===== config.mk =====
export PLATFORM = sky130hd
export DESIGN_NAME = pc_update_unit_flat
export DESIGN_NICKNAME = d
export VERILOG_FILES = /design/src/rtl/pc_update_unit_if.sv /design/src/rtl/pc_update_unit.sv /design/src/flat_wrapper.sv
export SDC_FILE = /design/constraint.sdc
export NUM_CORES = 1
export LEC_CHECK = 0
export CORE_ASPECT_RATIO = 1.5
export CORE_MARGIN = 5
export CORE_UTILIZATION = 45
export DETAILED_ROUTE_END_ITERATION = 6
export PLACE_DENSITY = 0.69
export SYNTH_ARGS = -nofsm -noshare
export SYNTH_HDL_FRONTEND = slang
export SYNTH_SLANG_ARGS = --single-unit

===== constraint.sdc =====
create_clock -name CLK -period 4.75 [get_ports CLK]
set_input_delay 1.1875 -clock CLK [delete_from_list [all_inputs] [get_ports CLK]]
set_output_delay 1.1875 -clock CLK [all_outputs]
set_load 0.02 [all_outputs]

===== src/rtl/pc_update_unit_if.sv =====
// Connection bundle between the PC stage and its decode/memory/flow-select neighbours.
// The slave side is the PC unit; the master side is whatever drives decode and stall.
interface pc_update_unit_if #(
  parameter int WIDTH    = 32,
  parameter int OFFSET_W = 8
);
  logic                BUSYWAIT;
  logic                JUMP;
  logic                BRANCH;
  logic                ZERO;
  logic [OFFSET_W-1:0] OFFSET;
  logic [WIDTH-1:0]    PC;
  logic [WIDTH-1:0]    PC_PLUS4;
  logic [WIDTH-1:0]    TARGET;
  logic                FLOW_SEL;
  logic                REDIRECT_PENDING;

  modport slave (
    input  BUSYWAIT, JUMP, BRANCH, ZERO, OFFSET,
    output PC, PC_PLUS4, TARGET, FLOW_SEL, REDIRECT_PENDING
  );

  modport master (
    output BUSYWAIT, JUMP, BRANCH, ZERO, OFFSET,
    input  PC, PC_PLUS4, TARGET, FLOW_SEL, REDIRECT_PENDING
  );
endinterface


===== src/rtl/pc_update_unit.sv =====
// Architectural PC register with PC+4 / PC-relative target generation and flow select.
// A redirect decided while memory stalls is latched and applied on the first unstalled edge.
module pc_update_unit #(
  parameter int                WIDTH    = 32,
  parameter int                OFFSET_W = 8,
  parameter logic [WIDTH-1:0]  RESET_PC = '0
) (
  input  logic             CLK,
  input  logic             RESET,
  pc_update_unit_if.slave  bus
);

  typedef enum logic [1:0] {BOOT, RUN, HOLD, HOLD_REDIR} state_t;

  state_t           state, state_nxt;
  logic [WIDTH-1:0] pc, pend_tgt;
  logic             pend;

  logic [WIDTH-1:0] pc_plus4, target, off_sext, next_pc;
  logic             taken;

  // output-comb controls
  logic             pc_we, pend_set, pend_clr;
  logic [WIDTH-1:0] pc_d;

  assign off_sext = {{(WIDTH-OFFSET_W){bus.OFFSET[OFFSET_W-1]}}, bus.OFFSET};
  assign pc_plus4 = pc + WIDTH'(4);
  assign target   = pc_plus4 + (off_sext << 2);
  assign taken    = bus.JUMP | (bus.BRANCH & bus.ZERO);
  assign next_pc  = taken ? target : pc_plus4;

  assign bus.PC               = pc;
  assign bus.PC_PLUS4         = pc_plus4;
  assign bus.TARGET           = target;
  assign bus.FLOW_SEL         = taken;
  assign bus.REDIRECT_PENDING = pend;

  always_ff @(posedge CLK or negedge RESET) begin
    if (!RESET) begin
      state    <= BOOT;
      pc       <= RESET_PC;
      pend     <= 1'b0;
      pend_tgt <= '0;
    end else begin
      state <= state_nxt;
      if (pc_we)    pc       <= pc_d;
      if (pend_set) pend_tgt <= target;
      if (pend_set)      pend <= 1'b1;
      else if (pend_clr) pend <= 1'b0;
    end
  end

  always_comb begin
    state_nxt = state;
    case (state)
      BOOT:       if (!bus.BUSYWAIT) state_nxt = RUN;
      RUN, HOLD:  if (!bus.BUSYWAIT) state_nxt = RUN;
                  else if (taken)    state_nxt = HOLD_REDIR;
                  else               state_nxt = HOLD;
      HOLD_REDIR: if (!bus.BUSYWAIT) state_nxt = RUN;
      default:    state_nxt = BOOT;
    endcase
  end

  // HOLD_REDIR ignores the live flow select: the first captured target wins.
  always_comb begin
    pc_we    = 1'b0;
    pc_d     = next_pc;
    pend_set = 1'b0;
    pend_clr = 1'b0;
    case (state)
      RUN, HOLD: begin
        pc_we    = !bus.BUSYWAIT;
        pend_set = bus.BUSYWAIT & taken;
      end
      HOLD_REDIR: begin
        pc_we    = !bus.BUSYWAIT;
        pc_d     = pend_tgt;
        pend_clr = !bus.BUSYWAIT;
      end
      default: ;
    endcase
  end

endmodule


===== src/flat_wrapper.sv =====
// flat-port wrapper written by rule: the top's interface ports become plain ports
module pc_update_unit_flat 
#(
  parameter int                WIDTH    = 32,
  parameter int                OFFSET_W = 8,
  parameter logic [WIDTH-1:0]  RESET_PC = '0
)
  (CLK, RESET, bus_BUSYWAIT, bus_JUMP, bus_BRANCH, bus_ZERO, bus_OFFSET, bus_PC, bus_PC_PLUS4, bus_TARGET, bus_FLOW_SEL, bus_REDIRECT_PENDING);
  pc_update_unit_if #(.WIDTH(WIDTH), .OFFSET_W(OFFSET_W)) bus_i ();
  input  logic CLK;
  input  logic RESET;
  input wire logic [$bits(bus_i.BUSYWAIT)-1:0] bus_BUSYWAIT;
  input wire logic [$bits(bus_i.JUMP)-1:0] bus_JUMP;
  input wire logic [$bits(bus_i.BRANCH)-1:0] bus_BRANCH;
  input wire logic [$bits(bus_i.ZERO)-1:0] bus_ZERO;
  input wire logic [$bits(bus_i.OFFSET)-1:0] bus_OFFSET;
  output wire logic [$bits(bus_i.PC)-1:0] bus_PC;
  output wire logic [$bits(bus_i.PC_PLUS4)-1:0] bus_PC_PLUS4;
  output wire logic [$bits(bus_i.TARGET)-1:0] bus_TARGET;
  output wire logic [$bits(bus_i.FLOW_SEL)-1:0] bus_FLOW_SEL;
  output wire logic [$bits(bus_i.REDIRECT_PENDING)-1:0] bus_REDIRECT_PENDING;
  assign bus_i.BUSYWAIT = bus_BUSYWAIT;
  assign bus_i.JUMP = bus_JUMP;
  assign bus_i.BRANCH = bus_BRANCH;
  assign bus_i.ZERO = bus_ZERO;
  assign bus_i.OFFSET = bus_OFFSET;
  assign bus_PC = bus_i.PC;
  assign bus_PC_PLUS4 = bus_i.PC_PLUS4;
  assign bus_TARGET = bus_i.TARGET;
  assign bus_FLOW_SEL = bus_i.FLOW_SEL;
  assign bus_REDIRECT_PENDING = bus_i.REDIRECT_PENDING;
  pc_update_unit #(.WIDTH(WIDTH), .OFFSET_W(OFFSET_W), .RESET_PC(RESET_PC)) u_core (.CLK(CLK), .RESET(RESET), .bus(bus_i));
endmodule

# [Word level (Yosys, flattened, before mapping)]
# Cells that the tools add are included.
[op_classes] add_sub_neg=2 eq_ne=4 muxes=11 bitwise_logic=3 n_reduce_logical=6
[op_table] cell="$mux 32" n=2
[op_table] cell="$add 32x3->32 const B" n=1
[op_table] cell="$add 32x32->32" n=1
[op_table] cell="$mux 1" n=6
[op_table] cell="$eq 2x2->1 const B" n=2
[op_table] cell="$mux 2" n=2
[op_table] cell="$pmux 2 s2" n=1
[op_table] cell="$reduce_or 2->1" n=2
[op_table] cell="$reduce_or 3->1" n=1
[op_table] cell="$and 1x1->1" n=2
[op_table] cell="$eq 2x1->1 const B" n=1
[op_table] cell="$logic_not 2->1" n=1
[op_table] cell="$ne 2x2->1 const B" n=1
[op_table] cell="$reduce_bool 2->1" n=1
[op_table] cell="$logic_not 1->1" n=1
[op_table] cell="$or 1x1->1" n=1
[word_totals] register_bits=67 out_inout_bits=98

# [Logic depth before layout (Yosys ltp)]
# Gate-level depths: netlist (run 1).
[logic_depth] word_depth=5 mapped_depth=15 ltp_nobuf=14

# [Worst setup path after synthesis (run 1)]
# OpenSTA, ideal clock, no wires.
[synth_path] path_type="register to output" start="register u_core.pc[4], in the netlist u_core.bus.PC[4]" end="output port bus_TARGET[29]" arrival_ps=3681 required_time_ps=3563 path_slack_ps=-118 stages_incl_launch_ff=15 path_buffers=1 path_cell_list="dfrtp_1 > and4_4 > and3_2 > nand2_1 > xnor2_1 > ha_1 > buf_2 > and4_1 > nand3_1 > a21o_1 > nand2_1 > a211oi_1 > o31ai_1 > mux2_2 > nor2_1"
[synth_between] elab_chain_len=2
[synth_lines] element="start: declaration" line_no="pc_update_unit.sv:16" text="logic [WIDTH-1:0] pc, pend_tgt;"
[synth_lines] element="start signal: assignment" line_no="pc_update_unit.sv:46" text="if (pc_we) pc <= pc_d;"
[synth_lines] element="$add 32x3->32" line_no="pc_update_unit.sv:27" text="assign pc_plus4 = pc + WIDTH'(4);"
[synth_lines] element="net bus_PC_PLUS4[10]" line_no="flat_wrapper.sv:18" text="output wire logic [$bits(bus_i.PC_PLUS4)-1:0] bus_PC_PLUS4;"
[synth_lines] element="$add 32x32->32" line_no="pc_update_unit.sv:28" text="assign target = pc_plus4 + (off_sext << 2);"
[synth_lines] element="end: declaration" line_no="flat_wrapper.sv:19" text="output wire logic [$bits(bus_i.TARGET)-1:0] bus_TARGET;"
# The timed path passes the listed nets, and every way through them passes these cells.

# [Worst setup path after layout (run 1)]
[layout_path] start="register u_core.pc[8], in the netlist u_core.bus.PC[8]" end="output port bus_TARGET[31]"
[layout_between] elab_chain_len=2
[layout_lines] element="$add 32x3->32" line_no="pc_update_unit.sv:27"
[layout_lines] element="$add 32x32->32" line_no="pc_update_unit.sv:28"
# No other way between the ends.

==> results of run 1 <==
==> final timing paths <==
path / depth (start not counted) / from / endpoint
min in group asynchronous: 1 / RESET / u_core.pend_tgt[10]
worst max-delay path: 16 / u_core.bus.PC[8] / bus_TARGET[31]
worst min register to register: 2 / u_core.pend_tgt[0] / u_core.pend_tgt[0]
worst min-delay path: 2 / u_core.pend_tgt[0] / u_core.pend_tgt[0]
worst max register to register: 21 / u_core.bus.PC[8] / u_core.bus.PC[31]
max in group asynchronous: 2 / RESET / u_core.bus.PC[27]
==> stage by stage <==
step / instances / TNS [ns] / hold slack (ns) / utilization [%]
after floorplan: 671 / 0 / 0.439 / -
after global placement: 1113 / -16.93 / 0.454 / 69.1
after detailed placement: 1113 / -17.89 / 0.460 / 69.1
after CTS: 1159 / -0.423 / 0.474 / 78.1
after global routing: 1175 / -1.78 / 0.517 / 83.2
final: 1175 / -0.434 / 0.473 / 83.2
==> sequential cells by signal, indices dropped and copies added (netlist names) <==
name                         cells
u_core.bus.PC                   32
u_core.pend_tgt                 32
u_core.state                     2
u_core.bus.REDIRECT_PENDING      1
==> logic make-up after synthesis <==
family / synth area share, %
AND/OR/NAND/NOR: 21.2
AO/OA/AOI/OAI: 21.7
flip-flops: 30.9
buffers and inverters: 4.31
XOR/XNOR: 8.82
adder cells (fa/ha/maj): 9.35
multiplexers: 3.78
==> cells in the mapped netlist (11+ instances only) <==
master	number
a211oi_1	11
a21o_1	15
a21oi_1	53
clkbuf_1	24
dfrtp_1	67
ha_1	39
inv_1	22
mux2_2	12
nand2_1	123
nand3_1	26
nand4_1	13
nor2_1	42
o21ai_0	45
xnor2_1	34
xor2_1	18
==> power breakdown <==
| part | total, µW | internal, µW | switching [µW] | leakage, µW |
|---|---|---|---|---|
| clock network | 737 | 474 | 263 | 0.000155 |
| registers | 1110 | 838 | 271 | 0.000813 |
| logic | 7400 | 3600 | 3800 | 0.00359 |
==> worst min-delay path: cells and delay by family (launching register included) <==
kind / cells / cell delay, ns
flip-flops: 1 / 0.34
AND/OR/NAND/NOR: 2 / 0.10
==> cell type report <==
cell class                 count  area, µm²
tap                          153        191
inverter                      22       82.6
clock buffer                  10        239
clock inverter                 6       88.8
sequential                    67       1680
multi-input combinational    547       4520
fill                         716       2000
timing repair buffer         370       3090
==> metal layers <==
layer  vias to the layer above  GRT usage [%]  share of wire, %
li1                       3089              -                 -
met1                      3365           34.5                32
met2                       459           64.3                52
met3                       160           5.02               6.5
met5                         -              0                 0
met4                         0           28.6               8.7
==> layout by cell type, fill, tap and decap left out, types with 13 or more instances in the layout <==
cell type	netlist	final
buf_4	4	247
o21ai_0	45	33
dfrtp_1	67	65
nand2_1	123	118
ha_4	0	21
nand3_1	26	17
buf_6	0	18
clkdlybuf4s50_1	0	80
nor2_1	42	35
a21o_1	15	15
nand4_1	13	13
xnor2_1	34	16
inv_1	22	19
a21oi_1	53	40
==> repair_timing <==
item / CTS / global route
cloned: 1 / 0
gates resized for setup: 180 / 106
pin swaps: 59 / 62
hold buffers: 0 / 0
endpoints found under the setup margin: 24 / 22
setup buffers: 33 / 18
==> impl_metrics.toml, run 1 <==
[clocking]
cts_root_buf = "clkbuf_16"
clk_path_buf_depth = 2
cts_tree = "built"
cts.htree.levels = 3
cts_made_buffers = 9
path_clk_slew_ns = 0.06
cts_sinks = 67
clk_latency_ns = 0.33

[yosys]
synth_cells = 671
synthesis.nets = 725
synth_flop_cell = "dfrtp_1"
synth_cell_type_count = 58
ys_seq_area_share_pct = 30.9
yosys.area.top_type = "dfrtp_1"
synth.avg_cell_area_um2 = 8.09
synth_warnings = 0
synth_edf_count = 0
yosys-top-cells-area = "dfrtp_1 (31%), ha_1 (9.0%), nand2_1 (8.5%)"
ys_ff_latch = 67
async_reset_ff_share_pct = 100
yosys.area.top_type_share_pct = 30.9
netlist_area_um2 = 5430

[layout]
fin_area_um2 = 9900
n_antenna_cell = 0
num-nets-final = 1071
drive_gt1_share_pct = 43.4
area_growth_pct = 82.3

[timing]
fin_crit_ns = 4.87
worstMarginPinSlew_ns = 0.990
fmax_ghz = 0.205
finalMaxSlewViolations = 0
rsz0062_at_grt = "yes"
setup_viol = 7
finalHoldViolCount = 0
skew_ns = 0.00776
worst_slew_margin_rel_pct = 34.0
post-route-period-util_pct = 102
fin_ws_ns = -0.119

[detailed_routing]
drt_iter0_markers = 540
dr.pass1.iters = 5
wire_per_inst_um = 23.0
viasPerCell = 6.02
route.detailed.drc = 0
vias = 7073
drt_wl_total_um = 27000
final_antenna_net_count = 0

[worst_setup_path]
cp_slowest_stage_delay_ns = 0.39
cp_data_required_time_ns = 3.56
rrSetupSlack_ns = 0.74
worst-path-buf-inv = 2
crit_chain = "and4_1 -> nand4_1 -> buf_6 -> nor2_4 -> nand3_4 -> xnor2_4 -> ha_4 -> nand2_2 -> o21ai_2 -> a41oi_2 -> a31oi_2 -> o21ai_4 -> o311ai_4 -> mux2i_1 -> nand2_1 -> buf_6"
path_delay_family = "compound AO/OA/AOI/OAI gates"
worstSetupStartpointType = "flip-flop"
cp-end-kind = "output pin"
arrival_ns = 3.68
path_common_cell = "buf_6"
path_class = "flip-flop to output pin"
critPathSlowestCell = "dfrtp_1"
cp_max_fo = 4

[floorplan]
die_y_um = 145
die_area_um2 = 14400
start_util_pct = 45.7
die_w_um = 99.7
row_count = 49
pin_count = 112
core-area_um2 = 11900

[place]
placed_cell_area_um2 = 8220
place.gp.congestion = 0.933
portBuffers = 111
dp_slack_ns = -1.51
dp.final_hpwl_um = 17700

[run_status]
violations = "setup timing"
status = "finished, violations left"

[job]
max_cap_viol_count = 0

[power_and_ir_drop]
irDropWorstVdd_mv = 0.595
power_uw = 9240
leakagePower_uw = 0.00456
powerDensity_nw_per_um2 = 934

[global_route]
overflow = 0
antenna_found_initial = 0
grt_pass1_vias = 7316
grt_max_degree = 42
grt_use_total_pct = 35.1
grt_pass1_wl_um = 39000

[worst_hold_path]
hp-class = "flip-flop to flip-flop"
Power figures use the tool's default switching activity.
==> run 2: changes to the inputs <==
--- a/config.mk
+++ b/config.mk
@@ -9,6 +9,7 @@
 export CORE_MARGIN = 5
 export CORE_UTILIZATION = 45
 export DETAILED_ROUTE_END_ITERATION = 6
+export GPL_TIMING_DRIVEN = 0
 export PLACE_DENSITY = 0.69
 export SYNTH_ARGS = -nofsm -noshare
 export SYNTH_HDL_FRONTEND = slang
==> constraint.sdc (replaced) <==
create_clock -name CLK -period 4.75 [get_ports CLK]
set_input_delay 1.1875 -clock CLK [delete_from_list [all_inputs] [get_ports CLK]]
set_output_delay 1.1875 -clock CLK [all_outputs]
set_load 0.005 [all_outputs]
==> impl_metrics.toml, run 2 (synthesis results as in run 1) <==
[layout]
multi_input_area_um2 = 4730
most-common-layout-cells = "nand2_1 (116), buf_4 (100), clkdlybuf4s50_1 (82), dfrtp_1 (57), nor2_1 (37)"
drive_gt1_share_pct = 35.5
n_antenna_cell = 0
final_common_cell = "nand2_1"
n_fill_cell = 836
area.sequential_um2 = 1690
stdcell_count = 1047
num-nets-final = 943
area_growth_pct = 65.9

[worst_setup_path]
reg2reg_depth = 16
cp-end-kind = "output pin"
crit_chain = "and4_4 -> nand4_1 -> buf_6 -> nor3_2 -> xor2_1 -> ha_1 -> nand2_2 -> o211ai_1 -> a41oi_2 -> a31oi_2 -> o21ai_4 -> o311ai_4 -> mux2i_1 -> nand2_1 -> clkbuf_2"
crit_path_end = "bus_TARGET[31]"
path_class = "flip-flop to output pin"
path_depth = 15
cp_max_fo = 4
worstSetupStartpointType = "flip-flop"
r2r_end = "u_core.bus.PC[27]"
cp_data_required_time_ns = 3.56
critPathSlowestCell = "dfrtp_1"
arrival_ns = 3.72
rrSetupSlack_ns = 1.08
r2r-start = "u_core.bus.PC[7]"
path_delay_family = "compound AO/OA/AOI/OAI gates"
cp_slowest_stage_delay_ns = 0.38
worst-path-buf-inv = 2
startpoint = "u_core.bus.PC[7]"

[detailed_routing]
drt_wl_total_um = 23500
wire_per_inst_um = 22.4
vias = 6409
final_antenna_net_count = 0
dr.pass1.iters = 5
route.detailed.drc = 0
viasPerCell = 6.12
drt_iter0_markers = 460

[clocking]
cts_root_buf = "clkbuf_16"
cts.htree.levels = 3
path_clk_slew_ns = 0.06
cts_sinks = 67
postCtsHoldBufs = 0
cts_made_buffers = 9
clk_latency_ns = 0.33
cts_tree = "built"
clk_path_buf_depth = 2

[timing]
worst_slew_margin_rel_pct = 33.0
worstMarginPinSlew_ns = 1.00
rsz0062_at_grt = "yes"
fin_crit_ns = 4.91
setup_viol = 9
skew_ns = 0.00643
post-route-period-util_pct = 103
setup-tns-final_ns = -0.741
finalMaxSlewViolations = 0
fin_ws_ns = -0.160
fmax_ghz = 0.204
finalHoldViolCount = 0

[floorplan]
start_util_pct = 45.7
row_count = 49
die_w_um = 99.7
pin_count = 112
core-area_um2 = 11900
die_area_um2 = 14400
die_y_um = 145

[power_and_ir_drop]
irDropWorstVdd_mv = 0.406
powerDensity_nw_per_um2 = 835
sequentialPowerShare_pct = 15.0
clockPowerShare_pct = 9.2
switchingPower_uw = 3340
leakagePower_uw = 0.00394
p_comb_share_pct = 75.8
power_switching_share_pct = 44.3
p_int_uw = 4190

[place]
dp_slack_ns = -2.38
dp.final_hpwl_um = 15200
place.gp.congestion = 0.904
dp_cells = 935
portBuffers = 111

[run_status]
status = "finished, violations left"
violations = "setup timing"

[global_route]
grt_pass1_wl_um = 33400
antenna_found_initial = 0
grt_use_total_pct = 30.2
grt_max_degree = 68
grt_pass1_vias = 6194
overflow = 0

[job]
max_cap_viol_count = 0

[worst_hold_path]
hp-class = "flip-flop to flip-flop"
[run 2: cell types whose count changed in the layout (fill, tap and decap cells not counted), moves of 8 or more]
cell / delta
dfrtp_2: +8
buf_4: -147
dfrtp_1: -8
xnor2_1: -12
xnor2_2: +9
buf_6: -8
clkbuf_1: +18
[run 2: timing repair]
action                                  4_1_cts  5_1_grt
resized for setup                           182      124
setup buffers                                54       48
endpoints found under the setup margin       44       23
pin swaps                                    49       55
[run 2: how the worst min path moves through the flow]
stage	from	endpoint	cells past startpoint
finish	u_core.pend_tgt[6]	u_core.pend_tgt[6]	2
global route	u_core.pend_tgt[14]	u_core.pend_tgt[14]	2
CTS	u_core.pend_tgt[9]	u_core.pend_tgt[9]	2
detailed placement	u_core.pend_tgt[9]	u_core.pend_tgt[9]	2
global placement	u_core.pend_tgt[20]	u_core.pend_tgt[20]	2
floorplan	u_core.pend_tgt[15]	u_core.pend_tgt[15]	2
[run 2: metal layers]
metal	wire length, µm	vias up	part of all wire, %	GRT usage [%]
met4	1870	0	8.0	19.8
met3	1560	110	6.7	4.10
met2	11900	337	51	54.1
met5	0	-	0	0
li1	-	2828	-	-
met1	8160	3134	35	32.9
[run 2: power by group through the flow]
stage / Combinational [µW] / Sequential (µW) / Clock (µW)
2_1_floorplan: 2120 / 1050 / 0
3_3_place_gp: 3940 / 1100 / 0
3_5_place_dp: 3990 / 1110 / 0
4_1_cts: 4940 / 1100 / 700
5_1_grt: 6060 / 1150 / 732
6_report: 5700 / 1130 / 694
[run 2: area by class of cell]
type,count,area share (%)
multi-input combinational,547,52.5
timing repair buffer,213,20.6
sequential,67,18.7
clock buffer,12,2.96
tap,153,2.12
buffer,29,1.57
inverter,22,0.916
clock inverter,4,0.528
[run 2: stage by stage]
step | util [%] | power [µW] | area [µm²] | hold slack, ns
finish | 75.8 | 7520 | 9010 | 0.475
global route | 75.8 | 7950 | 9010 | 0.495
CTS | 68.2 | 6740 | 8120 | 0.474
detailed placement | 56.6 | 5100 | 6730 | 0.462
global placement | 56.6 | 5040 | 6730 | 0.453
floorplan | - | 3160 | 5430 | 0.438
[run 2: worst reg2reg max path: stages, from the launching register on]
cell and delay [ns]:
dfrtp_1 0.38, and4_4 0.27, buf_4 0.13, and2_2 0.17
nand2_1 0.10, xnor2_2 0.39, ha_1 0.36, a21o_1 0.17
a31oi_1 0.22, nand2_2 0.13, buf_4 0.16, o21ai_4 0.19
buf_4 0.15, o21ai_1 0.06, xor2_1 0.20, buf_4 0.16
a221o_1 0.31
==> run 3: changes to the inputs <==
--- a/config.mk
+++ b/config.mk
@@ -7,10 +7,10 @@
 export LEC_CHECK = 0
 export CORE_ASPECT_RATIO = 1.5
 export CORE_MARGIN = 5
-export CORE_UTILIZATION = 45
+export CORE_UTILIZATION = 35
 export DETAILED_ROUTE_END_ITERATION = 6
 export GPL_TIMING_DRIVEN = 0
-export PLACE_DENSITY = 0.69
+export PLACE_DENSITY = 0.55
 export SYNTH_ARGS = -nofsm -noshare
 export SYNTH_HDL_FRONTEND = slang
 export SYNTH_SLANG_ARGS = --single-unit
==> impl_metrics.toml, run 3 (synthesis results as in run 1) <==
[run_status]
status = "finished, violations left"
violations = "setup timing"

[layout]
area_growth_pct = 59.5
multi_input_area_um2 = 4500
num-nets-final = 928
n_fill_cell = 1374
area.sequential_um2 = 1690
n_antenna_cell = 0
most-common-layout-cells = "nand2_1 (118), buf_4 (86), clkdlybuf4s50_1 (83), dfrtp_1 (54), nor2_1 (38)"
drive_gt1_share_pct = 31.7
fin_util_pct = 57.2
final_common_cell = "nand2_1"
stdcell_count = 1074

[power_and_ir_drop]
powerDensity_nw_per_um2 = 813
power_switching_share_pct = 44.2
clockPowerShare_pct = 8.6
leakagePower_uw = 0.00376
irDropWorstVdd_mv = 0.447
p_int_uw = 3930
switchingPower_uw = 3120
sequentialPowerShare_pct = 15.9
p_comb_share_pct = 75.5

[worst_setup_path]
r2r_end = "u_core.bus.PC[28]"
crit_chain = "and4_4 -> nand4_4 -> nor2_4 -> xor2_2 -> ha_2 -> buf_4 -> nand2_4 -> o211ai_1 -> a41oi_2 -> a31oi_2 -> o21ai_4 -> buf_12 -> o311ai_4 -> mux2i_1 -> nand2_1 -> buf_2"
cp_slowest_stage_delay_ns = 0.45
worstSetupStartpointType = "flip-flop"
cp_max_fo = 8
cp-end-kind = "output pin"
arrival_ns = 3.69
critPathSlowestCell = "dfrtp_2"
path_depth = 16
path_class = "flip-flop to output pin"
r2r-start = "u_core.bus.PC[3]"
worst-path-buf-inv = 3
path_delay_family = "compound AO/OA/AOI/OAI gates"
rrSetupSlack_ns = 1.21
crit_path_end = "bus_TARGET[31]"
cp_data_required_time_ns = 3.56
reg2reg_depth = 16
startpoint = "u_core.bus.PC[3]"

[detailed_routing]
drt_wl_total_um = 22100
dr.pass1.iters = 5
route.detailed.drc = 0
drt_iter0_markers = 408
viasPerCell = 5.63
vias = 6042
final_antenna_net_count = 0
wire_per_inst_um = 20.6

[worst_hold_path]
hp-class = "flip-flop to flip-flop"

[timing]
rsz0062_at_grt = "yes"
fin_ws_ns = -0.124
fin_crit_ns = 4.87
post-route-period-util_pct = 103
finalMaxSlewViolations = 0
skew_ns = 0.00597
fmax_ghz = 0.205
setup_viol = 6
finalHoldViolCount = 0
worst_slew_margin_rel_pct = 29.6
worstMarginPinSlew_ns = 1.05

[place]
dp_cells = 981
portBuffers = 111
place.gp.congestion = 0.888
dp.final_hpwl_um = 15200

[global_route]
overflow = 0
grt_pass1_wl_um = 34000
grt_use_total_pct = 23.7
grt_max_degree = 68
antenna_found_initial = 0
grt_pass1_vias = 6126

[clocking]
cts.htree.levels = 3
path_clk_slew_ns = 0.05
cts_made_buffers = 9
clk_path_buf_depth = 2
cts_root_buf = "clkbuf_16"
clk_latency_ns = 0.34
cts_tree = "built"
cts_sinks = 67

[job]
max_cap_viol_count = 0

[floorplan]
core-area_um2 = 15100
pin_count = 112
start_util_pct = 35.9
die_y_um = 163
die_w_um = 112
die_area_um2 = 18200
row_count = 55
==> run 3: timing repair <==
action,CTS,global route
gates cloned,0,0
pin swaps,50,47
endpoints found under the setup margin,45,20
setup buffers,50,37
hold buffers,0,0
gates resized for setup,207,61
==> run 3: area by class of cell <==
class,count,area share [%]
multi-input cells,547,51.9
repair buffers,198,20.1
well taps,199,2.87
flip-flops and latches,67,19.5
inverters,22,0.953
clock buffers,12,2.96
plain buffers,29,1.59
==> run 3: worst min path at each step <==
| stage | cells past startpoint | slack, ns | startpoint | endpoint |
|---|---|---|---|---|
| final | 2 | 0.47 | u_core.pend_tgt[14] | u_core.pend_tgt[14] |
| after global routing | 2 | 0.50 | u_core.pend_tgt[9] | u_core.pend_tgt[9] |
| after CTS | 2 | 0.47 | u_core.pend_tgt[14] | u_core.pend_tgt[14] |
| after detailed placement | 2 | 0.46 | u_core.pend_tgt[14] | u_core.pend_tgt[14] |
| after global placement | 2 | 0.45 | u_core.pend_tgt[24] | u_core.pend_tgt[24] |
| after floorplan | 2 | 0.44 | u_core.pend_tgt[15] | u_core.pend_tgt[15] |
==> run 3: layer usage <==
| metal | up-vias | part of all wire (%) | global-route usage [%] |
|---|---|---|---|
| li1 | 2778 | - | - |
| met1 | 2986 | 39 | 27.4 |
| met2 | 223 | 52 | 43.1 |
| met3 | 55 | 5.4 | 3.98 |
| met4 | 0 | 3.3 | 9.80 |
| met5 | - | 0 | 0 |
==> run 3: power groups by stage <==
stage	registers, µW	logic (µW)	clock network, µW
4_1_cts	1110	4790	613
2_1_floorplan	1050	2120	0
6_report	1120	5320	603
3_5_place_dp	1130	3940	0
5_1_grt	1160	5720	631
3_3_place_gp	1120	3900	0
==> run 3: through the flow <==
stage	hold WS [ns]	cell area (µm²)	worst slack (ns)	TNS (ns)	total power, µW
2_1_floorplan	0.438	5430	0.373	0	3160
3_3_place_gp	0.455	6790	-2.30	-48.62	5020
3_5_place_dp	0.459	6790	-2.31	-50.20	5070
4_1_cts	0.471	8100	-0.153	-0.489	6520
5_1_grt	0.496	8660	-0.262	-1.84	7510
6_report	0.466	8660	-0.124	-0.374	7050
==> run 3: worst register-to-register path, stage by stage, from the launching register on <==
cell and delay, ns:
dfrtp_2 0.45, and4_4 0.26, nand4_4 0.19, nor3_4 0.28, buf_4 0.17, nand3_1 0.11
xnor2_2 0.25, ha_2 0.39, o21ai_2 0.27, nor2_1 0.07, nor2_1 0.08, o31ai_1 0.07
a21oi_1 0.24, o21ai_4 0.10, xnor2_2 0.16, buf_4 0.15, o21ai_0 0.20
